## config.mk

```make
export PLATFORM = sky130hd
export DESIGN_NAME = alu_share_ctrl
export DESIGN_NICKNAME = d
export VERILOG_FILES = /design/src/rtl/alu_share_ctrl.sv
export SDC_FILE = /design/constraint.sdc
export NUM_CORES = 1
export LEC_CHECK = 0
export CAP_MARGIN = 20
export CORE_ASPECT_RATIO = 0.75
export CORE_UTILIZATION = 40
export CTS_CLUSTER_DIAMETER = 100
export CTS_CLUSTER_SIZE = 25
export DETAILED_ROUTE_END_ITERATION = 16
export GPL_ROUTABILITY_DRIVEN = 0
export PLACE_DENSITY = 0.81
export SLEW_MARGIN = 20
export SYNTH_ARGS = -nofsm -noshare
export SYNTH_HDL_FRONTEND = slang
export SYNTH_SLANG_ARGS = --single-unit
```

## constraint.sdc

```tcl
create_clock -name clk -period 2 [get_ports clk]
set_clock_uncertainty 0.1 [all_clocks]
set_input_delay 0.3 -clock clk [delete_from_list [all_inputs] [get_ports clk]]
set_output_delay 0.3 -clock clk [all_outputs]
set_load 0.02 [all_outputs]
```

## src/rtl/alu_share_ctrl.sv

```systemverilog
// alu_share_ctrl: lets two requesters share one combinational 16-bit ALU.
// Round-robin arbitration. Operands, result and carry are registered, and the
// result is held until the owning requester takes it.
//
// state | meaning
// ------+-------------------------------------------------------------
// IDLE  | no transaction; one requester may be granted this cycle
// EXEC  | operands driven to the ALU, waiting ALU_LAT cycles
// RESP  | result held, rsp_valid high to the owner until it is taken
module alu_share_ctrl #(
   parameter int ALU_LAT   = 1,
   parameter bit PRIO_INIT = 1'b0
) (
   input  logic        clk,
   input  logic        rst_n,

   input  logic        req0_valid,
   output logic        req0_ready,
   input  logic [2:0]  req0_op,
   input  logic [15:0] req0_a,
   input  logic [15:0] req0_b,
   output logic        rsp0_valid,
   input  logic        rsp0_ready,
   output logic [15:0] rsp0_data,
   output logic        rsp0_carry,

   input  logic        req1_valid,
   output logic        req1_ready,
   input  logic [2:0]  req1_op,
   input  logic [15:0] req1_a,
   input  logic [15:0] req1_b,
   output logic        rsp1_valid,
   input  logic        rsp1_ready,
   output logic [15:0] rsp1_data,
   output logic        rsp1_carry,

   output logic [2:0]  alu_op,
   output logic [15:0] alu_i0,
   output logic [15:0] alu_i1,
   input  logic [15:0] alu_o,
   input  logic        alu_carry,

   output logic        busy,
   output logic        owner
);

   typedef enum logic [1:0] {
      IDLE = 2'd0,
      EXEC = 2'd1,
      RESP = 2'd2
   } state_t;

   // EXEC counter load value: the capture happens in the cycle the count is 0
   localparam logic [3:0] LAT_LAST = 4'(ALU_LAT - 1);

   generate
      if (ALU_LAT < 1 || ALU_LAT > 15) begin : g_bad_lat
         $error("alu_share_ctrl: ALU_LAT must be within 1..15");
      end
   endgenerate

   state_t      state;
   state_t      state_nxt;

   logic        ptr;
   logic        owner_q;
   logic [3:0]  cnt;
   logic [2:0]  op_q;
   logic [15:0] i0_q;
   logic [15:0] i1_q;
   logic [15:0] res_q;
   logic        carry_q;

   logic        grant0;
   logic        grant1;
   logic        accept;
   logic        capture;
   logic        release_rsp;
   logic        owner_rsp_ready;

   assign owner_rsp_ready = owner_q ? rsp1_ready : rsp0_ready;

   // State register
   always_ff @(posedge clk or negedge rst_n) begin
      if (!rst_n) begin
         state <= IDLE;
      end else begin
         state <= state_nxt;
      end
   end

   // Next-state decode, grant selection and per-cycle strobes
   always_comb begin
      state_nxt   = state;
      grant0      = 1'b0;
      grant1      = 1'b0;
      accept      = 1'b0;
      capture     = 1'b0;
      release_rsp = 1'b0;
      case (state)
         IDLE: begin
            // the pointer requester wins a tie; a lone requester always wins
            grant0 = req0_valid & (~ptr | ~req1_valid);
            grant1 = req1_valid & ( ptr | ~req0_valid);
            if (grant0 || grant1) begin
               accept    = 1'b1;
               state_nxt = EXEC;
            end
         end
         EXEC: begin
            if (cnt == 4'd0) begin
               capture   = 1'b1;
               state_nxt = RESP;
            end
         end
         RESP: begin
            if (owner_rsp_ready) begin
               release_rsp = 1'b1;
               state_nxt   = IDLE;
            end
         end
         default: begin
            state_nxt = IDLE;
         end
      endcase
   end

   // Operand registers, owner and EXEC down-counter; operands only change on acceptance
   always_ff @(posedge clk or negedge rst_n) begin
      if (!rst_n) begin
         op_q    <= 3'd0;
         i0_q    <= 16'd0;
         i1_q    <= 16'd0;
         owner_q <= 1'b0;
         cnt     <= 4'd0;
      end else if (accept) begin
         op_q    <= grant1 ? req1_op : req0_op;
         i0_q    <= grant1 ? req1_a  : req0_a;
         i1_q    <= grant1 ? req1_b  : req0_b;
         owner_q <= grant1;
         cnt     <= LAT_LAST;
      end else if (state == EXEC && cnt != 4'd0) begin
         cnt <= cnt - 4'd1;
      end
   end

   // Result capture; the ALU carry path only looks at op[0], so keep carry for add/sub only
   always_ff @(posedge clk or negedge rst_n) begin
      if (!rst_n) begin
         res_q   <= 16'd0;
         carry_q <= 1'b0;
      end else if (capture) begin
         res_q   <= alu_o;
         carry_q <= alu_carry & (op_q[2:1] == 2'b00);
      end
   end

   // Round-robin pointer: the requester that was not just served gets priority
   always_ff @(posedge clk or negedge rst_n) begin
      if (!rst_n) begin
         ptr <= PRIO_INIT;
      end else if (release_rsp) begin
         ptr <= ~owner_q;
      end
   end

   assign req0_ready = grant0;
   assign req1_ready = grant1;

   assign rsp0_valid = (state == RESP) & ~owner_q;
   assign rsp1_valid = (state == RESP) &  owner_q;

   // both requesters see the same held result; only the owner's valid qualifies it
   assign rsp0_data  = res_q;
   assign rsp1_data  = res_q;
   assign rsp0_carry = carry_q;
   assign rsp1_carry = carry_q;

   assign alu_op = op_q;
   assign alu_i0 = i0_q;
   assign alu_i1 = i1_q;

   assign busy  = (state != IDLE);
   assign owner = owner_q;

endmodule

```

==> results of run 1 <==
==> timing repair <==
action | 4_1_cts | 5_1_grt
resized for setup | 8 | 1
endpoints found under the setup margin | 5 | 14
hold buffers | 1 | 0
setup buffers | 0 | 0
endpoints found under the hold margin | 60 | 0
==> sequential cells by signal (all words and copies together) (netlist names) <==
name	count
state	2
owner	1
ptr	1
cnt	4
rsp0_data	16
alu_op	3
rsp0_carry	1
alu_i0	16
alu_i1	16
==> cells by family after synthesis <==
group,Yosys count,share of synthesized area
AOI/OAI and AO/OA,85,0.241
buffers and inverters,80,0.124
and+or+nand+nor,61,0.102
DFF,60,0.463
muxes,18,0.0618
adders and majority gates,2,0.00772
==> metal layers <==
layer / vias up / global-route usage / part of all wire
met5: - / 0 / 0
met4: 0 / 0.0694 / 0.016
met3: 16 / 0.0661 / 0.086
met2: 149 / 0.377 / 0.49
met1: 1402 / 0.261 / 0.41
li1: 1368 / - / -
==> per-stage QoR <==
stage / total power [mW] / TNS (ps) / setup WS, ps / cell area, um^2 / hold WS, ps
2_1_floorplan: 5.15 / 0 / 344 / 3240 / -95.6
3_3_place_gp: 6.95 / -2080 / -265 / 4930 / 230
3_5_place_dp: 7.07 / -4470 / -324 / 4930 / 236
4_1_cts: 8.07 / 0 / 48.2 / 5110 / 396
5_1_grt: 8.50 / 0 / 14.2 / 5120 / 428
6_report: 8.00 / 0 / 60.1 / 5120 / 393
==> cell usage in the layout (no fill, tap or decap) <==
| master | Yosys | routed |
|---|---|---|
| sky130_fd_sc_hd__clkbuf_8 | 0 | 10 |
| sky130_fd_sc_hd__and3_1 | 2 | 2 |
| sky130_fd_sc_hd__clkdlybuf4s50_1 | 0 | 160 |
| sky130_fd_sc_hd__mux2_2 | 16 | 16 |
| sky130_fd_sc_hd__nor3b_2 | 1 | 1 |
| sky130_fd_sc_hd__a31oi_1 | 1 | 1 |
| sky130_fd_sc_hd__mux2i_1 | 2 | 2 |
| sky130_fd_sc_hd__inv_1 | 40 | 40 |
| sky130_fd_sc_hd__dlygate4sd3_1 | 0 | 1 |
| sky130_fd_sc_hd__nor3b_4 | 1 | 1 |
| sky130_fd_sc_hd__clkinv_2 | 0 | 2 |
| sky130_fd_sc_hd__or3_1 | 1 | 1 |
| sky130_fd_sc_hd__nand2b_1 | 3 | 3 |
| sky130_fd_sc_hd__nand2_1 | 2 | 2 |
| sky130_fd_sc_hd__o311ai_2 | 29 | 29 |
| sky130_fd_sc_hd__or3b_2 | 1 | 1 |
| sky130_fd_sc_hd__o21ai_0 | 45 | 45 |
| sky130_fd_sc_hd__nor2_2 | 0 | 1 |
| sky130_fd_sc_hd__nor3_1 | 1 | 1 |
| sky130_fd_sc_hd__ha_1 | 2 | 2 |
| sky130_fd_sc_hd__nand3_1 | 38 | 38 |
| sky130_fd_sc_hd__dfrtp_1 | 60 | 58 |
| sky130_fd_sc_hd__o21ai_4 | 0 | 1 |
| sky130_fd_sc_hd__a21oi_1 | 3 | 3 |
| sky130_fd_sc_hd__and2_2 | 0 | 1 |
| sky130_fd_sc_hd__o311ai_0 | 6 | 6 |
| sky130_fd_sc_hd__buf_12 | 0 | 4 |
| sky130_fd_sc_hd__buf_2 | 4 | 1 |
| sky130_fd_sc_hd__buf_4 | 18 | 7 |
| sky130_fd_sc_hd__dlygate4sd2_1 | 0 | 6 |
| sky130_fd_sc_hd__clkinvlp_4 | 0 | 4 |
| sky130_fd_sc_hd__and2b_1 | 1 | 1 |
| sky130_fd_sc_hd__nand2_4 | 0 | 1 |
| sky130_fd_sc_hd__nor2_1 | 8 | 7 |
| sky130_fd_sc_hd__dfrtp_2 | 0 | 2 |
==> where the power goes <==
group          switching (mW)  internal (mW)
registers               0.409           1.83
clock network           0.500          0.477
logic                    2.43           2.34
==> worst reg2reg max path: cells and delay by family (launching register included) <==
family / cells / cell delay, ps
AO/OA/AOI/OAI: 1 / 390
AND/OR/NAND/NOR: 2 / 380
flip-flops: 1 / 430
buffers and inverters: 2 / 360
==> cell type report <==
| class | instances | area [um^2] |
|---|---|---|
| clock buffer | 10 | 138 |
| clock inverter | 6 | 40.0 |
| fill | 655 | 2770 |
| inverter | 40 | 150 |
| multi-input combinational | 166 | 1350 |
| sequential | 60 | 1500 |
| tap | 105 | 131 |
| timing repair buffer | 179 | 1800 |
==> path summary, 6_finish.rpt <==
| check | startpoint | to | depth (start not counted) |
|---|---|---|---|
| max | state[1]$_DFFE_PN0P_ | req1_ready | 3 |
| min | rst_n | rsp0_data[8]$_DFFE_PN0P_ | 3 |
| max reg2reg | ptr$_DFFE_PN0P_ | alu_i1[5]$_DFFE_PN0N_ | 5 |
| min reg2reg | cnt[3]$_DFFE_PN0P_ | cnt[3]$_DFFE_PN0P_ | 1 |
| max in group asynchronous | rst_n | state[0]$_DFFE_PN0P_ | 3 |
| min in group clk | cnt[3]$_DFFE_PN0P_ | cnt[3]$_DFFE_PN0P_ | 1 |
==> flow_results.xml, run 1 <==
<?xml version="1.0" encoding="UTF-8"?>
<metrics>
  <group name="cts">
    <metric name="clkSlewWorstSetupHoldPaths" unit="ps">70</metric>
    <metric name="max-clock-path-buffers" unit="">2</metric>
    <metric name="clk_latency_worst_skew_pair" unit="ps">340</metric>
    <metric name="clock-sinks" unit="">60</metric>
    <metric name="tritoncts" unit="">built</metric>
    <metric name="h-tree-depth" unit="">3</metric>
    <metric name="cts_buffers" unit="">9</metric>
    <metric name="cts_root_buffer" unit="">sky130_fd_sc_hd__clkbuf_8</metric>
  </group>
  <group name="detailed_routing">
    <metric name="vias" unit="">2935</metric>
    <metric name="antenna_violating_nets_post_route" unit="">0</metric>
    <metric name="drt_iter0_markers" unit="">106</metric>
    <metric name="drt_drc_violations_left" unit="">0</metric>
    <metric name="drt-total-wl" unit="um">8950</metric>
    <metric name="routedWlPerCell" unit="um">15.8</metric>
    <metric name="drt_pass1_iterations" unit="">4</metric>
    <metric name="number_of_vias_per_cell_after_detailed_routing" unit="">5.19</metric>
  </group>
  <group name="cells_and_area">
    <metric name="total_inserted_antenna_cells" unit="">0</metric>
    <metric name="post_route_utilization" unit="">0.649</metric>
    <metric name="fin_nets" unit="">551</metric>
    <metric name="layout.cells.non_filler" unit="">566</metric>
    <metric name="share_of_final_layout_standard_cells_stronger_than_drive_strength_1" unit="">0.178</metric>
    <metric name="synthToLayoutAreaGrowth" unit="%">57.9</metric>
  </group>
  <group name="place">
    <metric name="dp_hpwl" unit="um">6280</metric>
    <metric name="place_inst" unit="">549</metric>
    <metric name="io_buffers" unit="">167</metric>
  </group>
  <group name="global_route">
    <metric name="initial_antenna_violation_count" unit="">0</metric>
    <metric name="vias_in_the_first_global_route" unit="">2895</metric>
    <metric name="global_route_wire_length_before_repair" unit="um">14200</metric>
    <metric name="grt_max_degree" unit="">61</metric>
    <metric name="grt.overflow.total" unit="">0</metric>
    <metric name="global_route.usage.total" unit="">0.218</metric>
  </group>
  <group name="synth">
    <metric name="yosys_most_used_dff" unit="">sky130_fd_sc_hd__dfrtp_1</metric>
    <metric name="synth_area_per_cell" unit="um^2">10.6</metric>
    <metric name="synth_common_cells" unit="">sky130_fd_sc_hd__dfrtp_1 (60), sky130_fd_sc_hd__o21ai_0 (45), sky130_fd_sc_hd__inv_1 (40)</metric>
    <metric name="post_synth_inst_count" unit="">306</metric>
    <metric name="postSynthNetCount" unit="">401</metric>
    <metric name="synth-seq-cells" unit="">60</metric>
    <metric name="sequential_share_of_the_synthesized_area" unit="">0.463</metric>
    <metric name="netlist_area" unit="mm^2">0.00324</metric>
    <metric name="post-synth-top-area-fraction" unit="">0.463</metric>
    <metric name="synth.distinct_cells" unit="">28</metric>
    <metric name="yosysTopAreaCell" unit="">sky130_fd_sc_hd__dfrtp_1</metric>
    <metric name="ys_top_cells_by_area" unit="">sky130_fd_sc_hd__dfrtp_1 (46%), sky130_fd_sc_hd__o311ai_2 (15%), sky130_fd_sc_hd__o21ai_0 (7.0%)</metric>
    <metric name="share_of_synthesized_registers_carrying_an_async_set_or_reset" unit="">1.00</metric>
    <metric name="synth_warnings" unit="">0</metric>
    <metric name="synth_most_common_cell" unit="">sky130_fd_sc_hd__dfrtp_1</metric>
    <metric name="synth_edf_count" unit="">0</metric>
  </group>
  <group name="timing">
    <metric name="time_the_final_worst_path_needs_with_i_o_delays_and_setup" unit="ps">1940</metric>
    <metric name="grt_setup_unrepaired" unit="">false</metric>
    <metric name="slew-limit-headroom" unit="">0.726</metric>
    <metric name="timing.final.crit_share" unit="">0.970</metric>
    <metric name="actual_slew_at_the_worst_max_slew_pin" unit="ps">411</metric>
    <metric name="finalHoldViolCount" unit="">0</metric>
    <metric name="final-max-slew-violation-count" unit="">0</metric>
    <metric name="timing_limited_maximum_frequency" unit="MHz">516</metric>
    <metric name="setup_viol" unit="">0</metric>
  </group>
  <group name="worst_setup_path">
    <metric name="worst-endpoint-arrival" unit="ps">1540</metric>
    <metric name="worst-setup-path-type" unit="">register to primary output</metric>
    <metric name="ff2ff_setup_slack" unit="ps">220</metric>
    <metric name="critical_path_peak_fanout" unit="">7</metric>
    <metric name="worstPathBufferInverterCount" unit="">1</metric>
    <metric name="crit_path_max_incr_delay" unit="ps">460</metric>
    <metric name="slowest_stage" unit="">sky130_fd_sc_hd__dfrtp_2</metric>
    <metric name="cp-end-kind" unit="">primary output</metric>
    <metric name="timing.critical_path.cells" unit="">nor3b_4 &gt; and2_2 &gt; dlygate4sd2_1</metric>
    <metric name="timing.critical_path.max_delay_family" unit="">flip-flops</metric>
    <metric name="crit_required" unit="ps">1600</metric>
    <metric name="worstSetupStartpointType" unit="">register</metric>
  </group>
  <group name="power">
    <metric name="static-leakage-power" unit="nW">2.11</metric>
    <metric name="power.density_cell_area" unit="mW/mm^2">1560</metric>
    <metric name="vdd_ir_drop_max" unit="V">0.000732</metric>
  </group>
  <group name="die">
    <metric name="ios" unit="">168</metric>
    <metric name="floorplan.die.height" unit="um">79.9</metric>
    <metric name="die-area" unit="mm^2">0.00847</metric>
    <metric name="row_count" unit="">28</metric>
    <metric name="core-area" unit="mm^2">0.00788</metric>
    <metric name="start_util" unit="">0.411</metric>
    <metric name="die_w" unit="um">106</metric>
  </group>
  <group name="status">
    <metric name="status" unit="">complete, no violations</metric>
  </group>
  <group name="worst_hold_path">
    <metric name="hp-class" unit="">input pin to asynchronous set/reset pin</metric>
  </group>
  <group name="flow_run">
    <metric name="max_cap_viol_count" unit="">0</metric>
  </group>
</metrics>
No activity file was read; power rests on OpenSTA's default activity.
==> inputs of run 2 (changes only) <==
- CORE_UTILIZATION: 40 -> 43
- PLACE_DENSITY: 0.81 -> 0.86
- clock period: 2 -> 2.45 ns (I/O delays scaled with it)
==> run 2 against run 1 <==
Final cell count fell by 1.2%. Global-route usage increased by 2.3 points. Die area down 6.8%. Via count up 1.5%. Combinational power down 18%. Critical path depth unchanged. Final area is 0.44% lower. Sequential share of layout area rose by 0.081 points. Register-to-register slack improved by 280 ps. Non-clock buffer count down 1. Clock power decreased by 12%. Core utilization rose by 4.6 points. Largest power group unchanged.
==> flow_results.xml, run 2 (same netlist as run 1, synthesis figures left out) <==
<?xml version="1.0" encoding="UTF-8"?>
<metrics>
  <group name="timing">
    <metric name="finalHoldViolCount" unit="">0</metric>
    <metric name="final-max-slew-violation-count" unit="">0</metric>
    <metric name="slew-limit-headroom" unit="">0.610</metric>
    <metric name="timing_limited_maximum_frequency" unit="MHz">433</metric>
    <metric name="actual_slew_at_the_worst_max_slew_pin" unit="ps">585</metric>
    <metric name="timing.final.crit_share" unit="">0.943</metric>
    <metric name="time_the_final_worst_path_needs_with_i_o_delays_and_setup" unit="ps">2310</metric>
    <metric name="setup_viol" unit="">0</metric>
    <metric name="grt_setup_unrepaired" unit="">false</metric>
    <metric name="fin_setup_tns" unit="ps">0</metric>
  </group>
  <group name="cells_and_area">
    <metric name="total_area_of_multi_input_combinational_cells" unit="mm^2">0.00135</metric>
    <metric name="layout.cells.most_common" unit="">sky130_fd_sc_hd__clkdlybuf4s50_1</metric>
    <metric name="synthToLayoutAreaGrowth" unit="%">57.2</metric>
    <metric name="finished_cell_area" unit="mm^2">0.00509</metric>
    <metric name="fillCellCount" unit="">569</metric>
    <metric name="layout.area.seq" unit="mm^2">0.00150</metric>
    <metric name="total_inserted_antenna_cells" unit="">0</metric>
    <metric name="fin_nets" unit="">550</metric>
    <metric name="mostFrequentLayoutCells" unit="">sky130_fd_sc_hd__clkdlybuf4s50_1 (166), sky130_fd_sc_hd__dfrtp_1 (60), sky130_fd_sc_hd__o21ai_0 (45), sky130_fd_sc_hd__inv_1 (40), sky130_fd_sc_hd__nand3_1 (38)</metric>
    <metric name="share_of_final_layout_standard_cells_stronger_than_drive_strength_1" unit="">0.168</metric>
  </group>
  <group name="global_route">
    <metric name="grt_max_degree" unit="">39</metric>
    <metric name="global_route_wire_length_before_repair" unit="um">14500</metric>
    <metric name="vias_in_the_first_global_route" unit="">2992</metric>
    <metric name="grt.overflow.total" unit="">0</metric>
    <metric name="initial_antenna_violation_count" unit="">0</metric>
    <metric name="global_route.usage.total" unit="">0.241</metric>
  </group>
  <group name="detailed_routing">
    <metric name="antenna_violating_nets_post_route" unit="">0</metric>
    <metric name="drt_iter0_markers" unit="">72</metric>
    <metric name="number_of_vias_per_cell_after_detailed_routing" unit="">5.33</metric>
    <metric name="drt_drc_violations_left" unit="">0</metric>
    <metric name="routedWlPerCell" unit="um">16.5</metric>
    <metric name="drt_pass1_iterations" unit="">4</metric>
    <metric name="drt-total-wl" unit="um">9240</metric>
    <metric name="vias" unit="">2979</metric>
  </group>
  <group name="die">
    <metric name="core-area" unit="mm^2">0.00733</metric>
    <metric name="row_count" unit="">27</metric>
    <metric name="start_util" unit="">0.442</metric>
    <metric name="ios" unit="">168</metric>
    <metric name="die-area" unit="mm^2">0.00789</metric>
    <metric name="floorplan.die.height" unit="um">77.2</metric>
    <metric name="die_w" unit="um">102</metric>
  </group>
  <group name="cts">
    <metric name="cts_buffers" unit="">9</metric>
    <metric name="h-tree-depth" unit="">3</metric>
    <metric name="tritoncts" unit="">built</metric>
    <metric name="clkSlewWorstSetupHoldPaths" unit="ps">60</metric>
    <metric name="max-clock-path-buffers" unit="">2</metric>
    <metric name="cts_root_buffer" unit="">sky130_fd_sc_hd__clkbuf_8</metric>
    <metric name="clk_latency_worst_skew_pair" unit="ps">320</metric>
    <metric name="clock-sinks" unit="">60</metric>
  </group>
  <group name="power">
    <metric name="vdd_ir_drop_max" unit="V">0.000554</metric>
    <metric name="power.density_cell_area" unit="mW/mm^2">1300</metric>
    <metric name="static-leakage-power" unit="nW">2.10</metric>
  </group>
  <group name="worst_setup_path">
    <metric name="worst-setup-path-type" unit="">register to primary output</metric>
    <metric name="worst-endpoint-arrival" unit="ps">1840</metric>
    <metric name="critical_path_peak_fanout" unit="">6</metric>
    <metric name="worstSetupStartpointType" unit="">register</metric>
    <metric name="crit_required" unit="ps">1980</metric>
    <metric name="cp-end-kind" unit="">primary output</metric>
  </group>
  <group name="place">
    <metric name="dp_hpwl" unit="um">6670</metric>
    <metric name="io_buffers" unit="">167</metric>
    <metric name="placed_cell_areas" unit="mm^2">0.00489</metric>
  </group>
  <group name="flow_run">
    <metric name="max_cap_viol_count" unit="">0</metric>
  </group>
  <group name="worst_hold_path">
    <metric name="hp-class" unit="">register to register</metric>
  </group>
  <group name="status">
    <metric name="status" unit="">complete, no violations</metric>
  </group>
</metrics>
==> run 2: cell types whose count changed in the layout (fill, tap and decap cells not counted), sizes merged, moves of 2 or more <==
cell / delta
clkdlybuf4s50: +6
clkbuf: +2
dlygate4sd2: -6
clkinvlp: -4
==> run 2: worst paths after layout <==
path	start	end	slack (ps)	cells past startpoint
setup / recovery	state[0]$_DFFE_PN0P_	req0_ready	140	3
hold / removal	cnt[3]$_DFFE_PN0P_	cnt[3]$_DFFE_PN0P_	420	1
setup reg to reg	cnt[0]$_DFFE_PN0P_	rsp0_data[11]$_DFFE_PN0P_	500	5
hold reg to reg	cnt[3]$_DFFE_PN0P_	cnt[3]$_DFFE_PN0P_	420	1
max in group asynchronous	rst_n	alu_i1[5]$_DFFE_PN0N_	1150	3
min in group asynchronous	rst_n	rsp0_data[14]$_DFFE_PN0P_	490	2
==> run 2: critical path, stage by stage (launching register included) <==
cell and delay (ps):
sky130_fd_sc_hd__dfrtp_1 450, sky130_fd_sc_hd__nor2_2 220, sky130_fd_sc_hd__and3_1 210, sky130_fd_sc_hd__clkdlybuf4s50_1 630
==> run 2: layout make-up <==
class / instances / share of cell area
Clock buffer: 12 / 0.0305
Clock inverter: 2 / 0.00688
Inverter: 40 / 0.0295
Multi-Input combinational cell: 166 / 0.265
Sequential cell: 60 / 0.295
Tap cell: 101 / 0.0248
Timing Repair Buffer: 178 / 0.349
==> run 2: power breakdown <==
part	internal (mW)	leakage, nW	total (mW)	switching, mW
Clock	0.513	0.0983	0.861	0.349
Sequential	1.49	0.717	1.82	0.323
Combinational	1.90	1.28	3.92	2.02
==> run 2: per-stage QoR <==
step           worst slack (ps)  power, mW  hold WS, ps   util  instances
5_1_grt                    56.8       7.01          451  0.695        559
6_report                    141       6.60          417  0.695        559
2_1_floorplan               747       4.20        -28.1      -        306
3_3_place_gp                172       5.64          290  0.667        544
4_1_cts                    43.7       6.66          428  0.694        559
3_5_place_dp                134       5.77          301  0.667        544
==> run 2: what timing repair did <==
item                                   4_1_cts  5_1_grt
gates resized for setup                      0        1
buffers inserted                             0        0
setup endpoints to repair                    0        1
hold buffers                                 1        0
endpoints found under the hold margin       24        0
==> run 2: metal layers <==
layer / track usage / up-vias / wire length, um
met5: 0 / - / 0
met4: 0.0657 / 0 / 95
met3: 0.0793 / 11 / 818
met2: 0.419 / 156 / 4690
met1: 0.280 / 1445 / 3630
li1: - / 1367 / -
==> inputs of run 3 (changes only) <==
- CORE_MARGIN: not set -> 4
- GPL_ROUTABILITY_DRIVEN: 0 -> not set
==> run 3 against run 2 <==
Critical path depth up 1. Clock power grew 15%. Via count down 1.4%. Wire length up 5.1%. Setup slack lost 22 ps. Sequential power about the same. Flip-flop and latch count unchanged. Global-route usage is 2.3 points lower. Critical path type is now input pin to primary output. Largest power group unchanged. First-iteration DRC count up 31%. Clock-buffer cell count down 1. Power is 1.8% higher. Core utilization increased by 0.085 points.
==> flow_results.xml, run 3 (same netlist as run 1, synthesis figures left out) <==
<?xml version="1.0" encoding="UTF-8"?>
<metrics>
  <group name="place">
    <metric name="placement.setup.worst_slack" unit="ps">119</metric>
    <metric name="dp_hpwl" unit="um">7260</metric>
    <metric name="gp_congestion" unit="">0.809</metric>
    <metric name="placed_cell_areas" unit="mm^2">0.00487</metric>
    <metric name="place_inst" unit="">545</metric>
    <metric name="io_buffers" unit="">167</metric>
  </group>
  <group name="worst_setup_path">
    <metric name="crit_path_max_incr_delay" unit="ps">600</metric>
    <metric name="worst-setup-path-type" unit="">input pin to primary output</metric>
    <metric name="critical_path_cell_count" unit="">4</metric>
    <metric name="cp-end-kind" unit="">primary output</metric>
    <metric name="slowest_stage" unit="">sky130_fd_sc_hd__clkdlybuf4s50_1</metric>
    <metric name="crit_required" unit="ps">1980</metric>
    <metric name="worst_r2r_path_depth" unit="">5</metric>
    <metric name="critical_path_peak_fanout" unit="">2</metric>
    <metric name="worstPathBufferInverterCount" unit="">2</metric>
    <metric name="timing.critical_path.max_delay_family" unit="">buffers and inverters</metric>
    <metric name="worstSetupStartpointType" unit="">input pin</metric>
    <metric name="worst-endpoint-arrival" unit="ps">1860</metric>
    <metric name="critical_path.most_common_cell" unit="">sky130_fd_sc_hd__clkdlybuf4s50_1</metric>
    <metric name="timing.critical_path.cells" unit="">clkdlybuf4s50_1 &gt; nor3b_4 &gt; and2_2 &gt; clkdlybuf4s50_1</metric>
  </group>
  <group name="detailed_routing">
    <metric name="drt_iter0_markers" unit="">94</metric>
    <metric name="drt_drc_violations_left" unit="">0</metric>
    <metric name="antenna_violating_nets_post_route" unit="">0</metric>
    <metric name="routedWlPerCell" unit="um">17.3</metric>
    <metric name="number_of_vias_per_cell_after_detailed_routing" unit="">5.23</metric>
    <metric name="drt_pass1_iterations" unit="">4</metric>
    <metric name="drt-total-wl" unit="um">9710</metric>
    <metric name="vias" unit="">2938</metric>
  </group>
  <group name="cts">
    <metric name="hold_buffers" unit="">1</metric>
    <metric name="clk_latency_worst_skew_pair" unit="ps">340</metric>
    <metric name="cts_root_buffer" unit="">sky130_fd_sc_hd__clkbuf_8</metric>
    <metric name="max-clock-path-buffers" unit="">2</metric>
    <metric name="clock-sinks" unit="">60</metric>
    <metric name="cts_buffers" unit="">9</metric>
    <metric name="tritoncts" unit="">built</metric>
    <metric name="clkSlewWorstSetupHoldPaths" unit="ps">70</metric>
    <metric name="h-tree-depth" unit="">3</metric>
    <metric name="cts_resized" unit="">0</metric>
    <metric name="cts_setup_buffers" unit="">0</metric>
  </group>
  <group name="power">
    <metric name="power.density_cell_area" unit="mW/mm^2">1320</metric>
    <metric name="share_of_power_burned_in_registers" unit="">0.272</metric>
    <metric name="power.total" unit="mW">6.72</metric>
    <metric name="vdd_ir_drop_max" unit="V">0.000583</metric>
    <metric name="p_clk_frac" unit="">0.147</metric>
    <metric name="net-switching-power" unit="mW">2.74</metric>
    <metric name="power_frac_comb" unit="">0.581</metric>
    <metric name="switching_share" unit="">0.408</metric>
    <metric name="static-leakage-power" unit="nW">2.10</metric>
    <metric name="internal_power" unit="mW">3.98</metric>
  </group>
  <group name="timing">
    <metric name="setup_viol" unit="">0</metric>
    <metric name="actual_slew_at_the_worst_max_slew_pin" unit="ps">546</metric>
    <metric name="timing.final.crit_share" unit="">0.952</metric>
    <metric name="fin_setup_tns" unit="ps">0</metric>
    <metric name="whs" unit="ps">418</metric>
    <metric name="time_the_final_worst_path_needs_with_i_o_delays_and_setup" unit="ps">2330</metric>
    <metric name="timing_limited_maximum_frequency" unit="MHz">429</metric>
    <metric name="slew-limit-headroom" unit="">0.636</metric>
    <metric name="fin_ws" unit="ps">119</metric>
    <metric name="grt_setup_unrepaired" unit="">false</metric>
    <metric name="finalHoldViolCount" unit="">0</metric>
    <metric name="final-max-slew-violation-count" unit="">0</metric>
  </group>
  <group name="cells_and_area">
    <metric name="layout.cells.non_filler" unit="">562</metric>
    <metric name="layout.cells.most_common" unit="">sky130_fd_sc_hd__clkdlybuf4s50_1</metric>
    <metric name="post_route_utilization" unit="">0.696</metric>
    <metric name="share_of_final_layout_standard_cells_stronger_than_drive_strength_1" unit="">0.171</metric>
    <metric name="fin_nets" unit="">551</metric>
    <metric name="fillCellCount" unit="">584</metric>
    <metric name="mostFrequentLayoutCells" unit="">sky130_fd_sc_hd__clkdlybuf4s50_1 (166), sky130_fd_sc_hd__dfrtp_1 (60), sky130_fd_sc_hd__o21ai_0 (45), sky130_fd_sc_hd__inv_1 (40), sky130_fd_sc_hd__nand3_1 (38)</metric>
    <metric name="synthToLayoutAreaGrowth" unit="%">57.4</metric>
    <metric name="finished_cell_area" unit="mm^2">0.00510</metric>
    <metric name="total_inserted_antenna_cells" unit="">0</metric>
  </group>
  <group name="global_route">
    <metric name="global_route_wire_length_before_repair" unit="um">15500</metric>
    <metric name="grt_max_degree" unit="">39</metric>
    <metric name="global_route.usage.total" unit="">0.218</metric>
    <metric name="grt.overflow.total" unit="">0</metric>
    <metric name="vias_in_the_first_global_route" unit="">3025</metric>
    <metric name="initial_antenna_violation_count" unit="">0</metric>
  </group>
  <group name="status">
    <metric name="status" unit="">complete, no violations</metric>
  </group>
  <group name="die">
    <metric name="die-area" unit="mm^2">0.00900</metric>
    <metric name="core-area" unit="mm^2">0.00733</metric>
    <metric name="floorplan.die.height" unit="um">83.2</metric>
    <metric name="ios" unit="">168</metric>
    <metric name="row_count" unit="">27</metric>
    <metric name="start_util" unit="">0.442</metric>
    <metric name="die_w" unit="um">108</metric>
  </group>
  <group name="flow_run">
    <metric name="max_cap_viol_count" unit="">0</metric>
  </group>
  <group name="worst_hold_path">
    <metric name="timing.hold.worst_path_depth" unit="">1</metric>
    <metric name="hp-class" unit="">register to register</metric>
  </group>
</metrics>
[run 3: changes by cell type in the layout (fill, tap and decap cells not counted)]
cell	previous run	this run
sky130_fd_sc_hd__nor2_2	2	1
sky130_fd_sc_hd__nor2_1	6	7
sky130_fd_sc_hd__clkbuf_8	11	10
sky130_fd_sc_hd__bufinv_16	1	2
sky130_fd_sc_hd__buf_4	8	11
sky130_fd_sc_hd__clkinv_2	1	3
sky130_fd_sc_hd__buf_12	2	0
[run 3: metal layers]
layer  GRT usage  routed length, um  part of all wire
met1       0.262               3830              0.39
met2       0.367               4750              0.49
met3      0.0862                998              0.10
met4      0.0459                122             0.013
met5           0                  0                 0
[run 3: power groups by stage]
stage | sequential, mW | clock, mW | combinational, mW
finish | 1.83 | 0.987 | 3.91
global route | 1.90 | 1.06 | 4.17
CTS | 1.83 | 1.02 | 3.95
detailed placement | 1.84 | 0 | 3.94
global placement | 1.82 | 0 | 3.84
floorplan | 2.34 | 0 | 1.87
[run 3: final cells by class]
cell class                      instances  area, um^2  area share
Tap cell                              101         126      0.0248
Timing Repair Buffer                  179        1760       0.345
Inverter                               40         150      0.0294
Sequential cell                        60        1500       0.294
Multi-Input combinational cell        166        1350       0.264
Clock inverter                          5        75.1      0.0147
Clock buffer                           11         141      0.0277
[run 3: worst paths after layout]
| check | startpoint | slack (ps) | end |
|---|---|---|---|
| min in group asynchronous | rst_n | 450 | rsp0_data[11]$_DFFE_PN0P_ |
| worst min register to register | cnt[3]$_DFFE_PN0P_ | 420 | cnt[3]$_DFFE_PN0P_ |
| worst min-delay path | cnt[3]$_DFFE_PN0P_ | 420 | cnt[3]$_DFFE_PN0P_ |
| worst max-delay path | req1_valid | 120 | req1_ready |
| max in group asynchronous | rst_n | 1120 | alu_i0[14]$_DFFE_PN0N_ |
| worst max register to register | cnt[0]$_DFFE_PN0P_ | 570 | rsp0_data[9]$_DFFE_PN0P_ |
